### src/rtl/offchip_arbiter.sv
// Arbitrates NUM_CH cache refill requesters onto one off-chip line port,
// optionally writing back the winner's dirty victim line before the refill read.
module offchip_arbiter #(
  parameter int unsigned NUM_CH     = 32'd2,
  parameter int unsigned ADDR_W     = 32'd32,
  parameter int unsigned LINE_BYTES = 32'd16,
  parameter int unsigned ARB_MODE   = 32'd1,
  localparam int unsigned LINE_W    = LINE_BYTES * 32'd8
) (
  input  logic                       clk,
  input  logic                       rst,
  input  logic [NUM_CH-1:0]          ch_req,
  input  logic [NUM_CH-1:0]          ch_wb,
  input  logic [NUM_CH*ADDR_W-1:0]   ch_addr,
  input  logic [NUM_CH*ADDR_W-1:0]   ch_wb_addr,
  input  logic [NUM_CH*LINE_W-1:0]   ch_wb_data,
  output logic [NUM_CH-1:0]          ch_done,
  output logic [LINE_W-1:0]          ch_rdata,
  output logic                       busy,
  output logic [ADDR_W-1:0]          offchip_mem_addr,
  output logic                       offchip_mem_read_en,
  output logic                       offchip_mem_write_en,
  output logic [LINE_W-1:0]          offchip_mem_wdata,
  input  logic [LINE_W-1:0]          offchip_mem_data,
  input  logic                       offchip_mem_ready
);

  localparam int unsigned IDX_W = (NUM_CH > 32'd1) ? $clog2(NUM_CH) : 32'd1;

  typedef enum logic [2:0] {
    S_IDLE = 3'd0,
    S_WB   = 3'd1,
    S_RD   = 3'd2,
    S_DONE = 3'd3,
    S_GAP  = 3'd4
  } state_t;

  state_t              state_q, state_d;
  logic [IDX_W-1:0]    win_q, win_d;
  logic [IDX_W-1:0]    last_q, last_d;
  logic [ADDR_W-1:0]   raddr_q, raddr_d;
  logic [ADDR_W-1:0]   addr_q, addr_d;
  logic [LINE_W-1:0]   wdata_q, wdata_d;
  logic [LINE_W-1:0]   rdata_q, rdata_d;
  logic                read_en_q, read_en_d;
  logic                write_en_q, write_en_d;
  logic [NUM_CH-1:0]   ch_done_q, ch_done_d;
  logic                busy_q, busy_d;
  logic                armed_q, armed_d;

  logic [IDX_W-1:0]    grant_idx;
  logic [31:0]         arb_raw;
  logic [31:0]         arb_dist;
  logic [31:0]         arb_best;
  logic                arb_take;
  logic [ADDR_W-1:0]   sel_addr;
  logic [ADDR_W-1:0]   sel_wb_addr;
  logic [LINE_W-1:0]   sel_wb_data;
  logic                sel_wb;

  function automatic logic [ADDR_W-1:0] line_align(input logic [ADDR_W-1:0] a);
    return a & ~ADDR_W'(LINE_BYTES - 32'd1);
  endfunction

  function automatic logic [NUM_CH-1:0] ch_onehot(input logic [IDX_W-1:0] idx);
    logic [NUM_CH-1:0] v;
    v = '0;
    for (int unsigned i = 0; i < NUM_CH; i++) begin
      v[i] = (idx == IDX_W'(i));
    end
    return v;
  endfunction

  // Winner search: smallest distance past last_q (round-robin) or smallest index (fixed).
  always_comb begin
    grant_idx = '0;
    arb_best  = NUM_CH;
    arb_raw   = 32'd0;
    arb_dist  = 32'd0;
    arb_take  = 1'b0;
    for (int unsigned i = 0; i < NUM_CH; i++) begin
      if (ARB_MODE == 32'd0) begin
        arb_dist = i;
      end else begin
        arb_raw  = i + NUM_CH - 32'd1 - 32'(last_q);
        arb_dist = (arb_raw >= NUM_CH) ? (arb_raw - NUM_CH) : arb_raw;
      end
      arb_take  = ch_req[i] && (arb_dist < arb_best);
      arb_best  = arb_take ? arb_dist : arb_best;
      grant_idx = arb_take ? IDX_W'(i) : grant_idx;
    end
  end

  // Steer the winning channel's request fields towards the grant latches.
  always_comb begin
    sel_addr    = '0;
    sel_wb_addr = '0;
    sel_wb_data = '0;
    sel_wb      = 1'b0;
    for (int unsigned i = 0; i < NUM_CH; i++) begin
      sel_addr    = (grant_idx == IDX_W'(i)) ? ch_addr[i*ADDR_W +: ADDR_W]    : sel_addr;
      sel_wb_addr = (grant_idx == IDX_W'(i)) ? ch_wb_addr[i*ADDR_W +: ADDR_W] : sel_wb_addr;
      sel_wb_data = (grant_idx == IDX_W'(i)) ? ch_wb_data[i*LINE_W +: LINE_W] : sel_wb_data;
      sel_wb      = (grant_idx == IDX_W'(i)) ? ch_wb[i]                       : sel_wb;
    end
  end

  // Transaction sequencing; strobes are computed one state ahead so they leave a flop.
  always_comb begin
    state_d    = state_q;
    win_d      = win_q;
    last_d     = last_q;
    raddr_d    = raddr_q;
    addr_d     = addr_q;
    wdata_d    = wdata_q;
    rdata_d    = rdata_q;
    read_en_d  = read_en_q;
    write_en_d = write_en_q;
    ch_done_d  = '0;
    armed_d    = 1'b1;
    case (state_q)
      S_IDLE: begin
        read_en_d  = 1'b0;
        write_en_d = 1'b0;
        // armed_q keeps the first edge after reset release from granting.
        if (armed_q && (|ch_req)) begin
          win_d   = grant_idx;
          raddr_d = line_align(sel_addr);
          if (sel_wb) begin
            state_d    = S_WB;
            write_en_d = 1'b1;
            addr_d     = line_align(sel_wb_addr);
            wdata_d    = sel_wb_data;
          end else begin
            state_d   = S_RD;
            read_en_d = 1'b1;
            addr_d    = line_align(sel_addr);
          end
        end else begin
          state_d = S_IDLE;
        end
      end
      S_WB: begin
        read_en_d = 1'b0;
        if (write_en_q && offchip_mem_ready) begin
          write_en_d = 1'b0;
          addr_d     = raddr_q;
          state_d    = S_RD;
        end else begin
          write_en_d = 1'b1;
        end
      end
      S_RD: begin
        write_en_d = 1'b0;
        // Arriving from WB, read_en_q is still low: one dead cycle between strobes.
        if (read_en_q && offchip_mem_ready) begin
          rdata_d   = offchip_mem_data;
          read_en_d = 1'b0;
          state_d   = S_DONE;
        end else begin
          read_en_d = 1'b1;
        end
      end
      S_DONE: begin
        read_en_d  = 1'b0;
        write_en_d = 1'b0;
        ch_done_d  = ch_onehot(win_q);
        last_d     = win_q;
        state_d    = S_GAP;
      end
      S_GAP: begin
        read_en_d  = 1'b0;
        write_en_d = 1'b0;
        state_d    = S_IDLE;
      end
      default: begin
        read_en_d  = 1'b0;
        write_en_d = 1'b0;
        state_d    = S_IDLE;
      end
    endcase
    busy_d = (state_d != S_IDLE);
  end

  // State and output registers, cleared asynchronously.
  always_ff @(posedge clk or negedge rst) begin
    if (!rst) begin
      state_q    <= S_IDLE;
      win_q      <= '0;
      last_q     <= IDX_W'(NUM_CH - 32'd1);
      raddr_q    <= '0;
      addr_q     <= '0;
      wdata_q    <= '0;
      rdata_q    <= '0;
      read_en_q  <= 1'b0;
      write_en_q <= 1'b0;
      ch_done_q  <= '0;
      busy_q     <= 1'b0;
      armed_q    <= 1'b0;
    end else begin
      state_q    <= state_d;
      win_q      <= win_d;
      last_q     <= last_d;
      raddr_q    <= raddr_d;
      addr_q     <= addr_d;
      wdata_q    <= wdata_d;
      rdata_q    <= rdata_d;
      read_en_q  <= read_en_d;
      write_en_q <= write_en_d;
      ch_done_q  <= ch_done_d;
      busy_q     <= busy_d;
      armed_q    <= armed_d;
    end
  end

  assign ch_done              = ch_done_q;
  assign ch_rdata             = rdata_q;
  assign busy                 = busy_q;
  assign offchip_mem_addr     = addr_q;
  assign offchip_mem_read_en  = read_en_q;
  assign offchip_mem_write_en = write_en_q;
  assign offchip_mem_wdata    = wdata_q;

endmodule

### config.mk
export PLATFORM = sky130hd
export DESIGN_NAME = offchip_arbiter
export DESIGN_NICKNAME = d
export VERILOG_FILES = /design/src/rtl/offchip_arbiter.sv
export SDC_FILE = /design/constraint.sdc
export NUM_CORES = 1
export LEC_CHECK = 0
export CORE_AREA = 3 3 319 321
export CTS_CLUSTER_DIAMETER = 80
export CTS_CLUSTER_SIZE = 24
export DETAILED_ROUTE_END_ITERATION = 8
export DIE_AREA = 0 0 322 324
export PLACE_DENSITY = 0.5
export SYNTH_ARGS = -nofsm -noshare
export SYNTH_HDL_FRONTEND = slang
export SYNTH_SLANG_ARGS = --single-unit
export TNS_END_PERCENT = 20
### constraint.sdc
create_clock -name clk -period 2.4 [get_ports clk]
set_input_delay 0.48 -clock clk [delete_from_list [all_inputs] [get_ports clk]]
set_output_delay 0.48 -clock clk [all_outputs]
set_load 0.05 [all_outputs]
# Word level (Yosys, flattened, before mapping)
# Cells that the tools add are included.
[op_classes]
n_addsub = 4
magnitude_cmp = 4
eq_ne = 5
muxes = 26
n_bitwise = 1
n_reduce_logical = 13
[ops]
columns = ["cell", "n"]
rows = [
  ["$mux W32", 8],
  ["$mux W128", 1],
  ["$ge A32 B2 Y1 const B", 2],
  ["$pmux W32 S2", 1],
  ["$lt A32 B2 Y1 const B", 1],
  ["$lt A32 B32 Y1", 1],
  ["$pmux W3 S4", 1],
  ["$mux W3", 3],
  ["$mux W1", 8],
  ["$eq A3 B2 Y1 const B", 2],
  ["$reduce_and A3 Y1", 2],
  ["$logic_and A1 B1 Y1", 5],
  ["$mux W2", 2],
  ["$ne A2 B2 Y1 const B", 2],
  ["$pmux W1 S2", 2],
  ["$reduce_and A2 Y1", 2],
  ["$sub A2 B3 Y4 const B", 1],
  ["$sub A3 B3 Y4 const B", 1],
  ["$eq A3 B1 Y1 const B", 1],
  ["$logic_not A3 Y1", 1],
  ["$reduce_bool A3 Y1", 1],
  ["$sub A2 B1 Y3 const A", 1],
  ["$reduce_bool A2 Y1", 1],
  ["$reduce_or A2 Y1", 1],
  ["2 further kinds", 2],
]
[totals]
regBits = 327
inputBits = 519
output_inout_bits = 293

# Logic depth before layout (Yosys ltp)
# Gate-level depths: netlist of run 1.
[logic_depth]
ltp_word = 14
mapped_depth = 7

# Worst setup path before layout of run 1
# Ideal clock, no wire load.
[synth_timing]
path_kind = "input port to flip-flop"
startpoint = "in ch_wb[0]"
endpoint = "reg addr_q[13], in the netlist offchip_mem_addr[13]"
arrival_time_ps = 1634
slack_ps = 642
cell_stages = 5
path_cell_list = "buf_2 > clkbuf_1 > mux2_2 > o211ai_1 > a2bb2oi_2"
[synth_between]
elab_chain_len = 4
[synth_lines]
columns = ["item", "line_no", "rtl"]
rows = [
  ["from (decl)", "13", "input logic [NUM_CH-1:0] ch_wb,"],
  ["$mux W1", "104", "sel_wb = (grant_idx == IDX_W'(i)) ? ch_wb[i] : sel_wb;"],
  ["$mux W32", "129", "if (sel_wb) begin"],
  ["$mux W32", "126", "if (armed_q && (|ch_req)) begin"],
  ["$pmux W32 S2", "121", "case (state_q)"],
  ["to (signal assigned)", "205", "addr_q <= addr_d;"],
  ["to (decl)", "42", "logic [ADDR_W-1:0] addr_q, addr_d;"],
]
# No other way between the ends. The select of a mux whose other input is x is not followed.
# A chain may end at the register's enable or synchronous reset.

# Worst setup path in the final report of run 1
[layout_timing]
startpoint = "reg wdata_q[78], in the netlist offchip_mem_wdata[78]"
endpoint = "out offchip_mem_wdata[78]"
[layout_lines]
columns = ["item", "line_no", "rtl"]
rows = [
  ["from (decl)", "43", "logic [LINE_W-1:0] wdata_q, wdata_d;"],
  ["from (signal assigned)", "206", "wdata_q <= wdata_d;"],
  ["to (decl)", "23", "output logic [LINE_W-1:0] offchip_mem_wdata,"],
]
# No word-level cell between the ends.

==> run metrics, run 1 <==
outcome completed; Syn Inst Count 1230; Distinct cells, synth 39; P_leak 10.94 nW; antenna violations before repair 2; CP bufs+invs 1; CP max-delay cell clkdlybuf4s50_1; Worst Skew 0.02790 ns; final hold viol count 0; Synth top area share 0.5232; pin count of the biggest net entering global routing 73; worst vdd ir 585.4 uV; PortBufs 791; Final WS setup 0.04524 ns; number of max-cap violations 0; die width 322 um; synthesized cell area 15400 sq um; DPL Wire Length 54.51 mm; CTS Root Cell clkbuf_16; Crit. End Element primary output; Yosys top cell by area dfrtp_1; global-route wire length before repair 95.94 mm; Yosys reg bits 323; Die Y 324 um; largest cells by area after synthesis dfrtp_1 52%, mux2i_1 12%, mux2_4 9.7%; Core Util, Final 0.2638; critical path's largest stage delay 0.86 ns; share of layout cells above drive strength 1 0.1634; critical path class reg2out; Final period util 0.9812; routed vias 13020; sequential area share after synthesis 0.5249; CTS tree built; clk_lat worst skew 0.59 ns; # nets final 2581; I/O pin total 812; Tmin final 2.355 ns; mean routed wirelength per cell 19.83 um; CP startpoint kind flip-flop; # clock sinks 323; Iteration-0 DRC Markers 521; Most used DFF post-synth dfrtp_1; DRC 0; Max Root-Sink Buffers 3; Place WS -0.3569 ns; Syn-to-layout area delta 70.51%; Slew @ Worst Pin 0.6804 ns; Mapped Avg Cell Area 12.52 sq um; post-CTS setup buffers 0; Power Density 1314 nW/um^2; relative slew slack 0.5334; CP delay by family, top buffers and inverters; Hold Path Class in2async; Syn. warnings 0; CP Data Arrival Time 1.87 ns; RSZ-0062 raised after global routing false; final setup vio count 0; Die ar. 104300 sq um; GR Util All Layers 0.1221; vias per inst 3.852; Data required, critical path 1.92 ns; CTS Buf Count 25; Peak Freq 424.7 MHz; grt ovf 0; H-tree Lvls 1; initial core utilization 0.1547; Routed WL 67.04 mm; vias in the first global route 14290; core box area 99570 sq um; flop-to-flop setup slack 0.27 ns; Final Slew Violations 0; DP Cell Count 3332; Async SR Flop Fraction 1.000; Core Rows 116; Final GP Congestion 0.8422; Pre-antenna DRT Iters 4; Max FO, Critical Path 2; DRT antenna net count 0; final non-filler cell total 3381; clock-pin slew on the worst setup and hold paths 0.09 ns; CP Cell Sequence clkdlybuf4s50_1; number of flops mapped to enable cells by yosys 0
[where the power goes]
group / switching (mW) / internal [mW] / leakage, nW
registers: 1.55 / 7.99 / 3.97
clock network: 2.40 / 2.37 / 0.455
logic: 12.7 / 7.48 / 6.51
[layout by cell type, fill, tap and decap left out, types with 4 or more instances in the layout]
| master | n |
|---|---|
| mux2_4 | 100 |
| clkdlybuf4s50_1 | 768 |
| mux2_2 | 36 |
| o21ai_0 | 270 |
| buf_12 | 20 |
| conb_1 | 5 |
| dlymetal6s2s_1 | 4 |
| mux2i_1 | 184 |
| nand2_1 | 63 |
| o211ai_1 | 28 |
| a2bb2oi_1 | 14 |
| o21ai_1 | 16 |
| mux2_1 | 20 |
| inv_8 | 4 |
| a2bb2oi_2 | 14 |
| clkbuf_16 | 25 |
| dfrtp_1 | 322 |
| buf_4 | 109 |
| a21oi_1 | 30 |
[state kept, by name, summed over array words and instances (netlist names)]
name / flops
state_q: 3
win_q: 1
offchip_mem_read_en: 1
last_q: 1
armed_q: 1
busy: 1
raddr_q: 28
offchip_mem_wdata: 128
offchip_mem_write_en: 1
ch_done: 2
ch_rdata: 128
offchip_mem_addr: 28
[synth_stat cells, drive strengths merged, types with 2 or more instances]
cell type / instances
o21ai: 286
nor2: 3
buf: 66
and2: 3
a2bb2oi: 28
o211ai: 28
mux2: 156
clkbuf: 40
nand2b: 3
a21oi: 30
mux2i: 185
conb: 2
dfrtp: 322
nand2: 65
[cells by family after synthesis]
group | after synthesis | synth area share
AOI/OAI and AO/OA | 376 | 0.1403
muxes | 341 | 0.2587
DFF | 323 | 0.5249
buffers and inverters | 107 | 0.05045
and+or+nand+nor | 81 | 0.02527
other | 2 | 0.0004876
[through the flow]
stage	TNS (ns)	total power [mW]	area [sq um]	hold WS (ns)
after floorplan	0	21.91	15410	0.1844
after global placement	-4.010	29.91	25320	0.4187
after detailed placement	-5.296	30.09	25320	0.4243
after CTS	0	35.05	26250	0.3866
after global routing	0	36.20	26260	0.3891
final	0	34.52	26260	0.3919
[worst paths after layout]
| check | cells past startpoint | endpoint | startpoint |
|---|---|---|---|
| max in group asynchronous | 4 | ch_rdata[85] | rst |
| worst max-delay path | 1 | offchip_mem_wdata[78] | offchip_mem_wdata[78] |
| min in group clk | 1 | ch_done[0] | win_q |
| worst min-delay path | 2 | offchip_mem_addr[28] | rst |
| worst min register to register | 1 | ch_done[0] | win_q |
| worst max register to register | 5 | offchip_mem_wdata[27] | last_q |
[what timing repair did]
item | CTS | global route
endpoints found under the hold margin | 39 | 0
gates resized for setup | 3 | 4
setup endpoints to repair | 3 | 4
hold buffers | 1 | 0
[metal layers]
layer  wire (um)  part of all wire  vias up  track usage
li1            -                 -     6103            -
met1       26270              0.39     6380       0.1398
met2       34860              0.52      483       0.2281
met3        4400             0.066       58      0.02764
met4        1502             0.022        0      0.03144
met5           0                 0        -            0
[layout make-up]
type | instances | area [sq um]
Fill cell | 10450 | 73300
Timing Repair Buffer | 908 | 9017
Sequential cell | 323 | 8084
Multi-Input combinational cell | 803 | 6603
Tap cell | 1298 | 1624
Clock buffer | 28 | 666.9
Clock inverter | 18 | 259.0
Antenna cell | 2 | 5.005
Inverter | 1 | 3.754
Note: power is estimated with default switching activity, not from simulation.
==> inputs of run 2 (changes only) <==
--- a/config.mk
+++ b/config.mk
@@ -5,12 +5,14 @@
 export SDC_FILE = /design/constraint.sdc
 export NUM_CORES = 1
 export LEC_CHECK = 0
-export CORE_AREA = 3 3 319 321
+export CELL_PAD_IN_SITES_DETAIL_PLACEMENT = 0
+export CELL_PAD_IN_SITES_GLOBAL_PLACEMENT = 1
+export CORE_AREA = 3 3 318 320
 export CTS_CLUSTER_DIAMETER = 80
 export CTS_CLUSTER_SIZE = 24
 export DETAILED_ROUTE_END_ITERATION = 8
-export DIE_AREA = 0 0 322 324
-export PLACE_DENSITY = 0.5
+export DIE_AREA = 0 0 321 323
+export PLACE_DENSITY = 0.59
 export SYNTH_ARGS = -nofsm -noshare
 export SYNTH_HDL_FRONTEND = slang
 export SYNTH_SLANG_ARGS = --single-unit
==> run metrics, run 2 (same netlist as run 1, synthesis figures left out) <==
outcome completed (unchanged); worst setup path start offchip_mem_wdata[58] (was offchip_mem_wdata[78]); critical path's largest stage delay 0.84 ns (was 0.86 ns); global-route wire length before repair 97.39 mm (was 95.94 mm); Final Slew Violations 0 (unchanged); RSZ-0062 raised after global routing false (unchanged); CTS tree built (unchanged); # clock sinks 323 (unchanged); CTS Buf Count 26 (was 25); Worst path depth 1 (unchanged); CTS Root Cell clkbuf_16 (unchanged); CP delay by family, top buffers and inverters (unchanged); Crit. End Element primary output (unchanged); Data required, critical path 1.92 ns (about the same); filler cell count in the final layout 10330 (was 10450); clock-pin slew on the worst setup and hold paths 0.09 ns (about the same); relative slew slack 0.5794 (was 0.5334); critical path class reg2out (unchanged); GR Util All Layers 0.1247 (was 0.1221); final hold viol count 0 (unchanged); Die Y 323 um (was 324 um); most frequent cells in the layout 748 x clkdlybuf4s50_1, 322 x dfrtp_1, 270 x o21ai_0 (was 768 x clkdlybuf4s50_1, 322 x dfrtp_1, 270 x o21ai_0); flop-to-flop setup slack 0.36 ns (was 0.27 ns); Place WS -0.0005977 ns (was -0.3569 ns); CP Cell Sequence clkdlybuf4s50_1 (unchanged); PortBufs 791 (unchanged); Max Root-Sink Buffers 3 (unchanged); commonest non-fill, non-tap cell in the layout clkdlybuf4s50_1 (unchanged); H-tree Lvls 1 (unchanged); Routed WL 68.06 mm (was 67.04 mm); core box area 98420 sq um (was 99570 sq um); P_leak 10.84 nW (was 10.94 nW); I/O pin total 812 (unchanged); share of layout cells above drive strength 1 0.1525 (was 0.1634); die width 321 um (was 322 um); clk_lat worst skew 0.60 ns (was 0.59 ns); Peak Freq 429.1 MHz (was 424.7 MHz); grt ovf 0 (unchanged); Power Total 34.42 mW (was 34.52 mW); Setup crit end offchip_mem_wdata[58] (was offchip_mem_wdata[78]); Final GP Congestion 0.7906 (was 0.8422); Worst R2R Path Depth 5 (unchanged); worst hold slack 0.4316 ns (was 0.3919 ns); Final period util 0.9710 (was 0.9812); Max FO, Critical Path 2 (unchanged); routed vias 12950 (was 13020); Final WS setup 0.06969 ns (was 0.04524 ns); Hold Path Class in2async (unchanged); Pre-antenna DRT Iters 4 (unchanged); initial core utilization 0.1565 (was 0.1547); CP Data Arrival Time 1.85 ns (was 1.87 ns); # nets final 2545 (was 2581); Die ar. 103700 sq um (was 104300 sq um); Tmin final 2.330 ns (was 2.355 ns); CP startpoint kind flip-flop (unchanged); DRT antenna net count 0 (unchanged); Syn-to-layout area delta 68.44% (was 70.51%); vias in the first global route 14140 (was 14290); final setup vio count 0 (unchanged); pin count of the biggest net entering global routing 72 (was 73); RR Startpoint state_q[1] (was last_q); Worst Skew 0.02289 ns (was 0.02790 ns); setup tns final 0 ns (unchanged); DPL Wire Length 54.60 mm (was 54.51 mm); antenna violations before repair 4 (was 2); Iteration-0 DRC Markers 532 (was 521); CP bufs+invs 1 (unchanged); DRC 0 (unchanged); vias per inst 3.884 (was 3.852); worst vdd ir 543.8 uV (was 585.4 uV); mean routed wirelength per cell 20.41 um (was 19.83 um); Slew @ Worst Pin 0.6299 ns (was 0.6804 ns); CP max-delay cell clkdlybuf4s50_1 (unchanged); Power Density 1327 nW/um^2 (was 1314 nW/um^2); RR Endpoint ch_rdata[103] (was offchip_mem_wdata[27]); Core Rows 115 (was 116); number of max-cap violations 0 (unchanged)
## run 2: cell types whose count changed in the layout (fill, tap and decap cells not counted), moves of 2 or more
cell / change
buf_12: -2
buf_4: -28
clkbuf_8: -2
clkdlybuf4s50_1: -20
dlygate4sd2_1: +9
dlymetal6s2s_1: +4
inv_16: -2
inv_8: +4
## run 2: how the worst min path moves through the flow
stage                     start              endpoint  slack [ns]  cells past startpoint
after floorplan             rst               armed_q        0.18                      0
after global placement    win_q            ch_done[0]        0.45                      1
after detailed placement  win_q            ch_done[0]        0.45                      1
after CTS                   rst  offchip_mem_addr[15]        0.40                      2
after global routing        rst  offchip_mem_addr[15]        0.43                      2
final                       rst  offchip_mem_addr[15]        0.43                      2
## run 2: layout make-up
type                            instances  area [sq um]  area share
Clock buffer                           27         664.4     0.02561
Tap cell                             1287          1610     0.06207
Timing Repair Buffer                  871          8696      0.3352
Inverter                                1         3.754   0.0001447
Antenna cell                            2         5.005   0.0001929
Sequential cell                       323          8084      0.3116
Multi-Input combinational cell        803          6603      0.2545
Clock inverter                         21         277.8     0.01071
## run 2: layer usage
metal  global-route usage  wire length, um  vias up
li1                     -                -     6032
met1               0.1424            26160     6395
met2               0.2272            34860      474
met3              0.04117             5943       49
met4              0.02411             1082        2
met5                    0               13        -
## run 2: per-stage QoR
step                      utilization  instances  area (sq um)
after floorplan                     -       1233         15410
after global placement         0.2538       3284         24980
after detailed placement       0.2538       3284         24980
after CTS                      0.2633       3333         25920
after global routing           0.2636       3333         25940
final                          0.2636       3335         25940
## run 2: report_power, final
part           internal, mW  switching [mW]
Sequential             7.99            1.51
Clock                  2.38            2.43
Combinational          7.30            12.8
## run 2: timing repair
action                                  CTS  global route
buffers inserted                          0             0
endpoints found under the setup margin   12             8
resized for setup                        12             8
hold buffers                              1             0
hold endpoints to repair                 36             0
==> inputs of run 3 (changes only) <==
--- a/config.mk
+++ b/config.mk
@@ -5,6 +5,7 @@
 export SDC_FILE = /design/constraint.sdc
 export NUM_CORES = 1
 export LEC_CHECK = 0
+export ABC_AREA = 0
 export CELL_PAD_IN_SITES_DETAIL_PLACEMENT = 0
 export CELL_PAD_IN_SITES_GLOBAL_PLACEMENT = 1
 export CORE_AREA = 3 3 318 320
@@ -12,6 +13,7 @@
 export CTS_CLUSTER_SIZE = 24
 export DETAILED_ROUTE_END_ITERATION = 8
 export DIE_AREA = 0 0 321 323
+export GPL_ROUTABILITY_DRIVEN = 0
 export PLACE_DENSITY = 0.59
 export SYNTH_ARGS = -nofsm -noshare
 export SYNTH_HDL_FRONTEND = slang
==> results of run 3 <==
Same layout as run 2: the final DEF is identical, and so are final timing and power.
